**config.mk**
```make
export PLATFORM = sky130hd
export DESIGN_NAME = seg_scan_ctrl
export DESIGN_NICKNAME = d
export VERILOG_FILES = /design/src/rtl/seg_scan_ctrl.sv
export SDC_FILE = /design/constraint.sdc
export NUM_CORES = 1
export LEC_CHECK = 0
export CAP_MARGIN = 30
export CORE_MARGIN = 2
export CORE_UTILIZATION = 52
export DETAILED_ROUTE_END_ITERATION = 12
export PLACE_DENSITY = 0.78
export SETUP_SLACK_MARGIN = 0.5
export SKIP_LAST_GASP = 1
export SYNTH_ARGS = -nofsm -noshare
export SYNTH_HDL_FRONTEND = slang
export SYNTH_SLANG_ARGS = --single-unit
export TNS_END_PERCENT = 10
```
**constraint.sdc**
```tcl
create_clock -name clk -period 3 [get_ports clk]
set_input_delay 0.45 -clock clk [delete_from_list [all_inputs] [get_ports clk]]
set_output_delay 0.45 -clock clk [all_outputs]
set_load 0.05 [all_outputs]
```
**src/rtl/seg_scan_ctrl.sv**
```systemverilog
// Time-multiplexed seven-segment scan controller sharing one hex decoder across all digits.
// Optional leading-zero blanking is enabled by defining SEG_SCAN_LEADING_ZERO_BLANK_EN.

module seg_scan_ctrl #(
    parameter int unsigned NUM_DIGITS = 4,
    parameter int unsigned PRESCALE   = 1000,
    parameter int unsigned BLANK_CYC  = 4,
    localparam int unsigned AW        = $clog2(NUM_DIGITS)
) (
    input  logic                  clk,
    input  logic                  rst,
    input  logic                  enable,
    input  logic                  load,
    input  logic [AW-1:0]         load_addr,
    input  logic [3:0]            load_data,
    input  logic [NUM_DIGITS-1:0] dp_mask,
    output logic [3:0]            dec_din,
    input  logic [7:0]            dec_seg,
    output logic [7:0]            seg,
    output logic [NUM_DIGITS-1:0] an,
    output logic                  frame_done
);

    localparam int unsigned CW        = $clog2(PRESCALE);
    localparam int unsigned DRIVE_CYC = PRESCALE - BLANK_CYC;

    localparam logic [1:0] StIdle  = 2'd0;
    localparam logic [1:0] StBlank = 2'd1;
    localparam logic [1:0] StDrive = 2'd2;

    logic [1:0]            state_q, state_d;
    logic [AW-1:0]         idx_q, idx_d, idx_nxt;
    logic [CW-1:0]         cnt_q, cnt_d;
    logic [3:0]            dec_din_q, dec_din_d;
    logic [7:0]            seg_q, seg_d;
    logic [NUM_DIGITS-1:0] an_q, an_d;
    logic                  frame_done_q, frame_done_d;
    logic [3:0]            digit_q [NUM_DIGITS];
    logic [6:0]            seg_body;

    // The decoder's dp output is not used; dp comes from dp_mask.
    logic unused_dec_dp;
    assign unused_dec_dp = dec_seg[7];

    always_ff @(posedge clk) begin
        if (!rst) begin
            for (int i = 0; i < int'(NUM_DIGITS); i++) digit_q[i] <= 4'h0;
        end else if (load && (32'(load_addr) < NUM_DIGITS)) begin
            digit_q[load_addr] <= load_data;
        end
    end

`ifdef SEG_SCAN_LEADING_ZERO_BLANK_EN
    // upper_zero[i] is set when digit i and every higher digit hold zero.
    logic [NUM_DIGITS-1:0] upper_zero;
    always_comb begin
        logic run;
        upper_zero = '0;
        run = 1'b1;
        for (int i = int'(NUM_DIGITS) - 1; i >= 0; i--) begin
            run = run & (digit_q[i] == 4'h0);
            upper_zero[i] = run;
        end
    end
    assign seg_body = ((idx_q != '0) && upper_zero[idx_q]) ? 7'h00 : dec_seg[6:0];
`else
    assign seg_body = dec_seg[6:0];
`endif

    assign idx_nxt = (idx_q == AW'(NUM_DIGITS - 1)) ? '0 : idx_q + AW'(1);

    always_comb begin
        state_d      = state_q;
        idx_d        = idx_q;
        cnt_d        = cnt_q;
        dec_din_d    = dec_din_q;
        seg_d        = seg_q;
        an_d         = an_q;
        frame_done_d = 1'b0;
        if (!enable) begin
            state_d = StIdle;
            idx_d   = '0;
            cnt_d   = '0;
            seg_d   = '0;
            an_d    = '0;
        end else begin
            unique case (state_q)
                StIdle: begin
                    state_d   = StBlank;
                    idx_d     = '0;
                    cnt_d     = '0;
                    dec_din_d = digit_q[0];
                    seg_d     = '0;
                    an_d      = '0;
                end
                StBlank: begin
                    if (cnt_q == CW'(BLANK_CYC - 1)) begin
                        state_d = StDrive;
                        cnt_d   = '0;
                        an_d    = NUM_DIGITS'(1) << idx_q;
                        seg_d   = {dp_mask[idx_q], seg_body};
                    end else begin
                        cnt_d = cnt_q + CW'(1);
                    end
                end
                StDrive: begin
                    if (cnt_q == CW'(DRIVE_CYC - 1)) begin
                        state_d      = StBlank;
                        cnt_d        = '0;
                        idx_d        = idx_nxt;
                        dec_din_d    = digit_q[idx_nxt];
                        an_d         = '0;
                        seg_d        = '0;
                        frame_done_d = (idx_q == AW'(NUM_DIGITS - 1));
                    end else begin
                        cnt_d = cnt_q + CW'(1);
                    end
                end
                default: begin
                    state_d = StIdle;
                    idx_d   = '0;
                    cnt_d   = '0;
                    seg_d   = '0;
                    an_d    = '0;
                end
            endcase
        end
    end

    always_ff @(posedge clk) begin
        if (!rst) begin
            state_q      <= StIdle;
            idx_q        <= '0;
            cnt_q        <= '0;
            dec_din_q    <= 4'h0;
            seg_q        <= 8'h00;
            an_q         <= '0;
            frame_done_q <= 1'b0;
        end else begin
            state_q      <= state_d;
            idx_q        <= idx_d;
            cnt_q        <= cnt_d;
            dec_din_q    <= dec_din_d;
            seg_q        <= seg_d;
            an_q         <= an_d;
            frame_done_q <= frame_done_d;
        end
    end

    assign dec_din    = dec_din_q;
    assign seg        = seg_q;
    assign an         = an_q;
    assign frame_done = frame_done_q;

endmodule

```
[Yosys cells after proc, flatten, opt, wreduce, memory -nomap -nowiden]
Memories as Yosys holds them, arrays and structs flattened.
Cells that the tools add are included.
Storage, ports and cells
  register bits after elaboration: 31
  memories: 1
  output and inout bits: 17
  bits in writable memories: 16
  word-level logic and storage cells: 54
Memory list
  digit_q: depth 4, bits a word 4, read ports 2, clocked after Yosys merged registers in 0, wr ports 4, line 38  | logic [3:0] digit_q [NUM_DIGITS];
Cells by class
  muxes and demuxes: 26
  bitwise logic cells: 1
  order comparisons: 1
  shifts and indexed selects: 1
  reduce and logical (&&, ||, !) cells: 8
  equal/unequal tests: 7
  add/subtract/negate cells: 2
Operator list (count)
  2-to-1 mux 10 bit: 2
  one-hot mux 10 bit (2 select lines): 1
  2-to-1 mux 4 bit: 4
  2-to-1 mux 8 bit: 2
  one-hot mux 4 bit (2 select lines): 2
  one-hot mux 8 bit (2 select lines): 1
  adder 10 x 1 -> 10 bit (second input constant): 1
  == test 10 bit (second input constant): 1
  == test 10 x 2 -> 1 bit (second input constant): 1
  2-to-1 mux 2 bit: 5
  2-to-1 mux 1 bit: 6
  one-hot mux 2 bit (3 select lines): 1
  AND reduction 2 bit: 3
  == test 2 bit (second input constant): 2
  inequality test 2 bit (second input constant): 2
  one-hot mux 2 bit (2 select lines): 1
  AND reduction 4 bit: 1
  OR reduction 4 bit: 1
  << shifter 1 x 2 -> 4 bit (first input constant): 1
  less-than comparator 2 x 3 -> 1 bit (second input constant): 1
  AND reduction 3 bit: 1
  adder 2 x 1 -> 2 bit (second input constant): 1
  binary-select mux 1 bit (select 2 bit): 1
  == test 2 x 1 -> 1 bit (second input constant): 1
  other kinds (3): 3

[Depth between registers and ports, before layout]
Gate-level depths: netlist (run 1).
  depth in word-level cells: 5
  mapped depth: 7
  depth with buffers taken out: 6

[Least setup slack after synthesis (run 1)]
Ideal clock, no wire load.
  kind: reg2reg
  from: reg cnt_q[0]
  to: reg state_q[0]
  period minus slack after synthesis: 2.200 ns
  data arrival time: 2.130 ns
  path slack: 0.800 ns
  cell stages (with the launch flop): 7
  buffers on the path: 1
  required time: 2.930 ns
  library setup time: 0.070 ns
  path through: dfxtp_1 -> ha_1 -> or4b_1 -> buf_6 -> o31a_4 -> or4_1 -> a21oi_1
On the way
  longest elaborated chain between the ends: 3
  elaborated cells on any way between the ends: 5
RTL lines
  start: declaration: line 33  | logic [CW-1:0] cnt_q, cnt_d;
  start signal: assignment: line 142  | cnt_q <= cnt_d;
  == test 10 bit / == test 10 x 2 -> 1 bit (equally long branches): line 107, 97
  inequality test 2 bit (no source line)
  AND reduction 2 bit (no source line) *
  end signal: assignment: line 132  | state_q <= StIdle;
  end signal: assignment: line 140  | state_q <= state_d;
  end: declaration: line 31  | logic [1:0] state_q, state_d;
Mark *: on every way between the ends. The rest lies on a longest branch, timed or not.
A chain may end at the register's enable or synchronous reset.

[Worst setup path after layout (run 1)]
Ends and elaborated chain as after synthesis.

==> flow_summary.json, run 1 <==
{
  "route.detailed.vias_per_inst": 5.63,
  "power_w": 0.00126,
  "core-area_um2": 4060,
  "syn-mean-instance-area_um2": 9.90,
  "area_growth_pct": 23.2,
  "ys.flop_type": "dfxtp_1",
  "fin_crit_sh_pct": 77.8,
  "die_x_um": 69.3,
  "fin_skew_ns": 0.00664,
  "synthArstFlopShare_pct": 0,
  "dr_total_vias": 1751,
  "required_ns": 3.22,
  "final_core_util_pct": 67.4,
  "max_slew.worst_pin.slew_ns": 0.576,
  "final-seq-area_um2": 1100,
  "gp_congestion": 0.759,
  "use_met1_pct": 24.1,
  "fmax_mhz": 428,
  "maxSlewHeadroom_pct": 61.6,
  "final_area_um2": 2730,
  "grt_max_degree": 19,
  "dp_slack_ns": 0.534,
  "die_y_um": 69.3,
  "p_per_area_nw_per_um2": 460,
  "min_period_ns": 2.33,
  "drc": 0,
  "insertion_delay_ns": 0.30,
  "rsz0062_at_grt": "no",
  "grt-ovfl-total": 0,
  "start_util_pct": 54.7,
  "finalSetupViolCount": 0,
  "startpoint_type": "register",
  "synth_area_um2": 2220,
  "track_usage_pct": 19.2,
  "grt_pass1_vias": 1616,
  "wirelength_um": 4290,
  "ys_warn_count": 0,
  "synth-edff-count": 16,
  "ctsLongestPathBuffers": 2,
  "final.fill_count": 337,
  "first_pass_iters": 4,
  "crit_type": "reg -> reg",
  "outcome": "finished, final reports clean",
  "hpwl_um": 3080,
  "clock-root-buffer": "clkbuf_8",
  "grt_pass1_wl_um": 7500,
  "cp.arrival_ns": 2.56,
  "multiInputGateArea_um2": 1040,
  "cellLeakagePower_nw": 0.908,
  "portBuffers": 37,
  "postSynthCellCount": 224,
  "tritoncts": "built",
  "use_met2_pct": 32.1,
  "syn-num-nets": 255,
  "synth_cell_types": 37,
  "seq_area_frac_synth_pct": 49.6,
  "detail-route-antenna-nets": 0,
  "hold_viol_final": 0,
  "drive_gt1_share_pct": 6.90,
  "antenna_found_initial": 0,
  "busiest_layer": "met2",
  "num-nets-final": 291,
  "critical_path.endpoint_type": "register",
  "cts_sinks": 47,
  "rows": 23,
  "antenna_cells": 0,
  "max_cap_viol_count": 0,
  "slew_violations": 0,
  "drtIter0Drc": 143,
  "h-tree-depth": 2,
  "io_pins": 39,
  "die-area_um2": 4800,
  "met3_usage_pct": 4.94,
  "fin_ws_ns": 0.665,
  "numCtsBuffers": 5,
  "peakVddDrop_uv": 248,
  "avgRoutedWirePerCell_um": 13.8,
  "cp_max_fo": 15,
  "placed_area_um2": 2620,
  "synth-seq-cells": 47,
  "clk_pin_slew_ns": 0.08,
  "final.setup.tns_ns": 0,
  "min_path_type": "reg -> reg"
}
-- worst max-delay path, stage by stage, from the launching register on --
cell and delay [ns]:
dfxtp_1 0.37, ha_1 0.23, or4b_4 0.55, o31a_2 0.47, or4_1 0.49, a21oi_1 0.15
-- timing repair --
item	4_1_cts	5_1_grt
buffers inserted	0	0
resized for setup	0	2
endpoints found under the setup margin	0	11
hold buffers	0	0
-- through the flow --
| stage | hold WS, ns | cells |
|---|---|---|
| 6_report | 0.469 | 311 |
| 5_1_grt | 0.492 | 311 |
| 4_1_cts | 0.473 | 311 |
| 3_5_place_dp | 0.460 | 303 |
| 3_3_place_gp | 0.439 | 303 |
| 2_1_floorplan | 0.430 | 224 |
-- layout by cell type (no fill, tap or decap), drive strengths merged --
| cell | synthesis | layout |
|---|---|---|
| dfxtp | 31 | 31 |
| or3b | 1 | 1 |
| or4 | 3 | 3 |
| buf | 3 | 3 |
| nand3b | 1 | 1 |
| xnor2 | 6 | 6 |
| clkdlybuf4s50 | 0 | 37 |
| ha | 9 | 9 |
| o211ai | 5 | 5 |
| edfxtp | 16 | 16 |
| nor3b | 2 | 2 |
| bufinv | 0 | 1 |
| mux4 | 1 | 1 |
| mux2i | 2 | 2 |
| o31ai | 3 | 3 |
| xor2 | 2 | 2 |
| o31a | 3 | 3 |
| nand3 | 6 | 6 |
| clkbuf | 8 | 7 |
| o22a | 3 | 3 |
| nor4 | 2 | 2 |
| nand4 | 14 | 14 |
| and3 | 4 | 4 |
| nand2 | 14 | 14 |
| inv | 7 | 7 |
| o21ai | 19 | 19 |
| o21a | 1 | 1 |
| and2 | 13 | 13 |
| nand2b | 2 | 2 |
| nor3 | 3 | 3 |
| a221oi | 1 | 1 |
| mux2 | 3 | 3 |
| nor2 | 16 | 16 |
| a21boi | 3 | 3 |
| a21oi | 16 | 16 |
| or4b | 1 | 1 |
-- synthesized netlist by cell type, drive strengths merged, types with 2 or more instances --
cell	instances	share of area (%)
clkbuf	8	1.4
dfxtp	31	28
and2	13	3.7
or4	3	1.0
nand2b	2	0.56
nor4	2	0.56
nor2	16	2.7
mux2i	2	0.90
inv	7	1.2
nor3b	2	0.68
o31ai	3	1.0
o22a	3	1.2
o211ai	5	1.9
and3	4	1.1
nand3	6	1.4
nand4	14	3.9
buf	3	0.96
nand2	14	2.4
a21boi	3	1.0
edfxtp	16	22
ha	9	5.1
o21ai	19	4.3
o31a	3	1.6
a21oi	16	3.6
mux2	3	1.5
xnor2	6	2.4
xor2	2	0.79
nor3	3	0.68
-- cells by family (layout without fill, tap and decap cells) --
group	count (synthesis)	count (layout)	share of synthesized area, %
mux	6	6	3.44
fa+ha+maj	9	9	5.08
simple gates	82	82	19.9
flops	47	47	49.6
xor+xnor	8	8	3.16
compound gates	54	54	15.3
buf+inv	18	55	3.50
-- where the power goes --
| group | total (W) | internal (W) | switching [W] |
|---|---|---|---|
| Sequential | 0.000689 | 0.000681 | 0.00000819 |
| Clock | 0.000452 | 0.000249 | 0.000203 |
| Combinational | 0.000117 | 0.0000531 | 0.0000644 |
-- area by class of cell --
cell class / count / area share (%)
sequential: 47 / 40.3
tap: 50 / 2.29
timing repair buffer: 40 / 14.4
clock buffer: 7 / 2.79
inverter: 7 / 0.961
clock inverter: 1 / 1.10
multi-input combinational: 159 / 38.2
-- sequential cells by signal (all words and copies together), names as in the netlist --
name	flops
an	4
cnt_q	10
dec_din	4
digit_q	16
frame_done	1
idx_q	2
seg	8
state_q	2
-- layer usage --
metal	wire, um	up-vias
met5	0	-
met4	59	0
met3	164	6
met2	2180	29
met1	1880	826
li1	-	890
-- path summary, 6_finish.rpt --
check / endpoint / depth (start not counted) / startpoint / slack, ns
worst max-delay path: state_q[0] / 5 / cnt_q[0] / 0.67
worst min-delay path: dec_din[0] / 2 / dec_din[0] / 0.47
worst max register to register: state_q[0] / 5 / cnt_q[0] / 0.67
worst min register to register: dec_din[0] / 2 / dec_din[0] / 0.47
(Power assumes the default switching activity.)
==> inputs of run 2 (changes only) <==
- clock period: 3 -> 2.4 ns (I/O delays scaled with it)
==> flow_summary.json, run 2 (synthesized netlist as in run 1, its figures left out) <==
{
  "grt_pass1_wl_um": 7890,
  "postCtsHoldBufs": 0,
  "die_x_um": 69.3,
  "fin_ws_ns": 0.390,
  "power_w": 0.00169,
  "avgRoutedWirePerCell_um": 14.6,
  "wl_met2_um": 2360,
  "num-nets-final": 298,
  "insertion_delay_ns": 0.30,
  "grt_max_degree": 19,
  "p_per_area_nw_per_um2": 590,
  "clk_pin_slew_ns": 0.08,
  "hold_viol_final": 0,
  "power.internal_w": 0.00133,
  "comb_power_share_pct": 9.0,
  "outcome": "finished, final reports clean",
  "drtIter0Drc": 150,
  "ctsLongestPathBuffers": 2,
  "final_common_cell": "clkdlybuf4s50_1",
  "cts_sinks": 47,
  "numCtsBuffers": 5,
  "antenna_found_initial": 0,
  "min_path_type": "reg -> reg",
  "largest_reg_flops": 16,
  "start_util_pct": 54.7,
  "die_y_um": 69.3,
  "grt-ovfl-total": 0,
  "core-area_um2": 4060,
  "p_sw_w": 0.000351,
  "cp.arrival_ns": 2.24,
  "final.setup.tns_ns": 0,
  "die-area_um2": 4800,
  "p_clk_share_pct": 40.0,
  "grt_pass1_vias": 1760,
  "startpoint_type": "register",
  "drc": 0,
  "rows": 23,
  "antenna_cells": 0,
  "cellLeakagePower_nw": 0.957,
  "area_growth_pct": 28.9,
  "detail-route-antenna-nets": 0,
  "first_pass_iters": 4,
  "wl_met1_um": 2020,
  "slew_violations": 0,
  "finalSetupViolCount": 0,
  "portBuffers": 37,
  "crit_type": "reg -> reg",
  "dp_slack_ns": 0.180,
  "dr_total_vias": 1797,
  "wirelength_um": 4630,
  "fin_skew_ns": 0.00473,
  "min_period_ns": 2.01,
  "pwr-share-seq_pct": 51.0,
  "gp_congestion": 0.723,
  "registers.top_by_ff_count": "digit_q",
  "clock-root-buffer": "clkbuf_8",
  "cp_max_fo": 6,
  "fmax_mhz": 498,
  "hpwl_um": 3150,
  "critical_path.endpoint_type": "register",
  "met3_length_um": 200,
  "rsz0062_at_grt": "yes",
  "maxSlewHeadroom_pct": 58.7,
  "required_ns": 2.63,
  "final.fill_count": 319,
  "max_slew.worst_pin.slew_ns": 0.619,
  "route.detailed.vias_per_inst": 5.65,
  "tritoncts": "built",
  "maxUsedRoutingLayer": "met4",
  "h-tree-depth": 2,
  "sw_frac_of_total_pct": 20.8,
  "fin_crit_sh_pct": 83.7,
  "max_cap_viol_count": 0,
  "drive_gt1_share_pct": 11.9,
  "io_pins": 39,
  "track_usage_pct": 20.2,
  "mostFrequentLayoutCells": "clkdlybuf4s50_1 (37), dfxtp_1 (28), o21ai_0 (19)",
  "peakVddDrop_uv": 311
}
-- run 2: changes by cell type in the layout (fill, tap and decap cells not counted), moves of 2 or more --
cell      before  now
buf_4          3   10
dfxtp_1       31   28
ha_1           9    6
a21boi_0       3    1
a21boi_1       0    2
dfxtp_2        0    2
ha_4           0    2
-- run 2: what timing repair did --
action,CTS,global route
pin swaps,3,6
resized for setup,1,8
buffers inserted,5,0
endpoints found under the setup margin,27,30
-- run 2: final timing paths --
check / from / to / slack (ns) / depth (start not counted)
hold / removal: dec_din[2] / dec_din[2] / 0.45 / 2
setup reg to reg: cnt_q[0] / state_q[0] / 0.39 / 5
setup / recovery: cnt_q[0] / state_q[0] / 0.39 / 5
hold reg to reg: dec_din[2] / dec_din[2] / 0.45 / 2
-- run 2: critical path, stage by stage (launching register included) --
cell and delay [ns]:
dfxtp_4 0.37, ha_4 0.13, or4b_4 0.50, o31a_4 0.31
or4_1 0.50, a21oi_1 0.13
-- run 2: metrics by stage --
step / utilization [%] / hold WS (ns) / instance area (um^2) / std cells
2_1_floorplan: - / 0.432 / 2240 / 224
3_3_place_gp: 65.5 / 0.441 / 2660 / 305
3_5_place_dp: 65.5 / 0.457 / 2660 / 305
4_1_cts: 69.7 / 0.475 / 2830 / 318
5_1_grt: 70.5 / 0.483 / 2860 / 318
6_report: 70.5 / 0.452 / 2860 / 318
-- run 2: layout make-up --
type / instances / area (um^2) / share of cell area (%)
Sequential cell: 47 / 1110 / 38.7
Multi-Input combinational cell: 159 / 1080 / 37.9
Clock inverter: 2 / 60.1 / 2.10
Tap cell: 50 / 62.6 / 2.19
Timing Repair Buffer: 47 / 445 / 15.6
Clock buffer: 6 / 72.6 / 2.54
Inverter: 7 / 26.3 / 0.919
-- run 2: routing by layer --
layer	global-route usage (%)	vias up
met4	6.97	0
li1	-	902
met5	0	-
met1	23.7	843
met3	4.94	6
met2	35.9	46
-- run 2: power by group through the flow --
stage	Combinational (W)	Clock, W	Sequential [W]
final	0.000152	0.000674	0.000860
after global routing	0.000164	0.000709	0.000863
after CTS	0.000150	0.000681	0.000861
after detailed placement	0.000148	0	0.000881
after global placement	0.000147	0	0.000879
after floorplan	0.0000554	0	0.000901
==> variant (flow settings as in run 2) <==
Set the parameter `PRESCALE` to 500 (it was 1000).
--- a/src/rtl/seg_scan_ctrl.sv
+++ b/src/rtl/seg_scan_ctrl.sv
@@ -3,7 +3,7 @@
 
 module seg_scan_ctrl #(
     parameter int unsigned NUM_DIGITS = 4,
-    parameter int unsigned PRESCALE   = 1000,
+    parameter int unsigned PRESCALE   = 500,
     parameter int unsigned BLANK_CYC  = 4,
     localparam int unsigned AW        = $clog2(NUM_DIGITS)
 ) (
Behaviour: no difference found for any inputs over 10 cycles, from zero or initial values and one cycle with rst low; that may be too few to reach the edited logic, so the function may still have changed.
==> variant against run 2 <==
- setup slack better by 0.16 ns
- non-clock buffer count down 7
- clock skew up 0.0059 ns
- maximum frequency up 8.4%
- global-route usage down 0.93 points
- sequential cell count down 1
- final area down 4.4%
- synthesized area down 0.17%
- wire length down 1.4%
- total power down 10%
- via count down 5.8%
- die area down 0.16%
- worst hold slack worse by 0.032 ns
- sequential share of layout area up 0.92 points
==> variant: results (changes against run 2) <==
| Metric | Value |
|---|---|
| Hold EP | `cnt_q[0]` |
| Via count | `1692 (-5.8%)` |
| Cells on Worst Hold Path | `1 (-1)` |
| Reg2Reg Setup Slack | `0.59 ns (+0.20 ns)` |
| Pwr Density | `554.2 nW/µm² (-6.0%)` |
| Synthesized area | `2215 µm² (-0.17%)` |
| DR iter-0 viols | `67 (-55%)` |
| Largest net degree at the start of global routing | `20 (+1)` |
| CP Data Arrival Time | `1.49 ns (-0.75 ns)` |
| Reg-to-Reg End | `cnt_q[4]` |
| CP delay by family, top | `buffers and inverters` |
| Tot GR Track Use | `19.29% (-0.93 points)` |
| Placement Setup Slack | `0.4348 ns (+0.2545 ns)` |
| Syn nets | `243 (-4.7%)` |
| Status | `complete, no violations` |
| Vias in the first global route | `1612 (-8.4%)` |
| Critical-path top delay cell | `clkdlybuf4s50_1` |
| Worst stage delay on the critical path | `0.82 ns (+0.32 ns)` |
| First-pass GRT wire length | `7417 µm (-5.9%)` |
| Sequential area share after synthesis | `48.81% (-0.82 points)` |
| Final Skew | `0.01061 ns (+0.005874 ns)` |
| Top cells by area, synth | `dfxtp_1 (27%), edfxtp_1 (22%), ha_1 (5.1%)` |
| Fmax | `539.5 MHz (+8.4%)` |
| Measured slew at the worst slew-check pin | `0.7421 ns (+0.1232 ns)` |
| Synth cell types | `39 (+5.4%)` |
| Cell Area, Placed | `2601 µm² (-2.1%)` |
| DPL Wire Length | `3072 µm (-2.5%)` |
| RePlAce Congestion | `0.7594 (+5.1%)` |
-- variant: layout make-up --
type	instances	area (µm²)	area share [%]
inverter	6	22.52	0.8242
timing repair buffer	40	405.4	14.84
multi-input combinational	151	1079	39.47
tap	50	62.56	2.289
clock buffer	8	80.08	2.930
sequential	46	1084	39.65
-- variant: worst max path at each step --
stage / startpoint / to / depth (start not counted)
after floorplan: idx_q[0] / dec_din[0] / 7
after global placement: load / digit_q[1][3] / 4
after detailed placement: load / digit_q[1][0] / 4
after CTS: cnt_q[0] / dec_din[3] / 5
after global routing: state_q[0] / idx_q[1] / 6
final: dec_din[2] / dec_din[2] / 1
-- variant: cell families after synthesis --
logic type      after synthesis  synth area share [%]
compound gates               49                 15.99
xor+xnor                      7                 2.768
fa+ha+maj                     9                 5.085
buf+inv                      17                 3.785
flops                        46                 48.81
mux                           9                 4.633
simple gates                 75                 18.93
-- variant: stage by stage --
stage / util (%) / instances
after global placement: 64.11 / 290
after floorplan: - / 212
final: 67.35 / 301
after CTS: 66.08 / 298
after detailed placement: 64.11 / 290
after global routing: 67.35 / 301
-- variant: power breakdown --
group	switching (mW)	internal, mW	total (mW)	leakage, nW
Sequential	0.0144	0.838	0.852	0.400
Clock	0.244	0.207	0.451	0.0395
Combinational	0.121	0.0898	0.211	0.498
Total	0.380	1.13	1.51	0.938
-- variant: timing repair --
| item | 4_1_cts | 5_1_grt |
|---|---|---|
| endpoints found under the setup margin | 0 | 24 |
| resized for setup | 0 | 5 |
| hold buffers | 0 | 0 |
| setup buffers | 0 | 1 |
-- variant: per-layer routing --
| metal | vias to the layer above | wire (µm) | global-route usage, % |
|---|---|---|---|
| met5 | - | 0 | 0 |
| met4 | 0 | 70 | 8.061 |
| met3 | 8 | 195 | 4.070 |
| met2 | 46 | 2234 | 30.56 |
| met1 | 788 | 2067 | 25.68 |
| li1 | 850 | - | - |
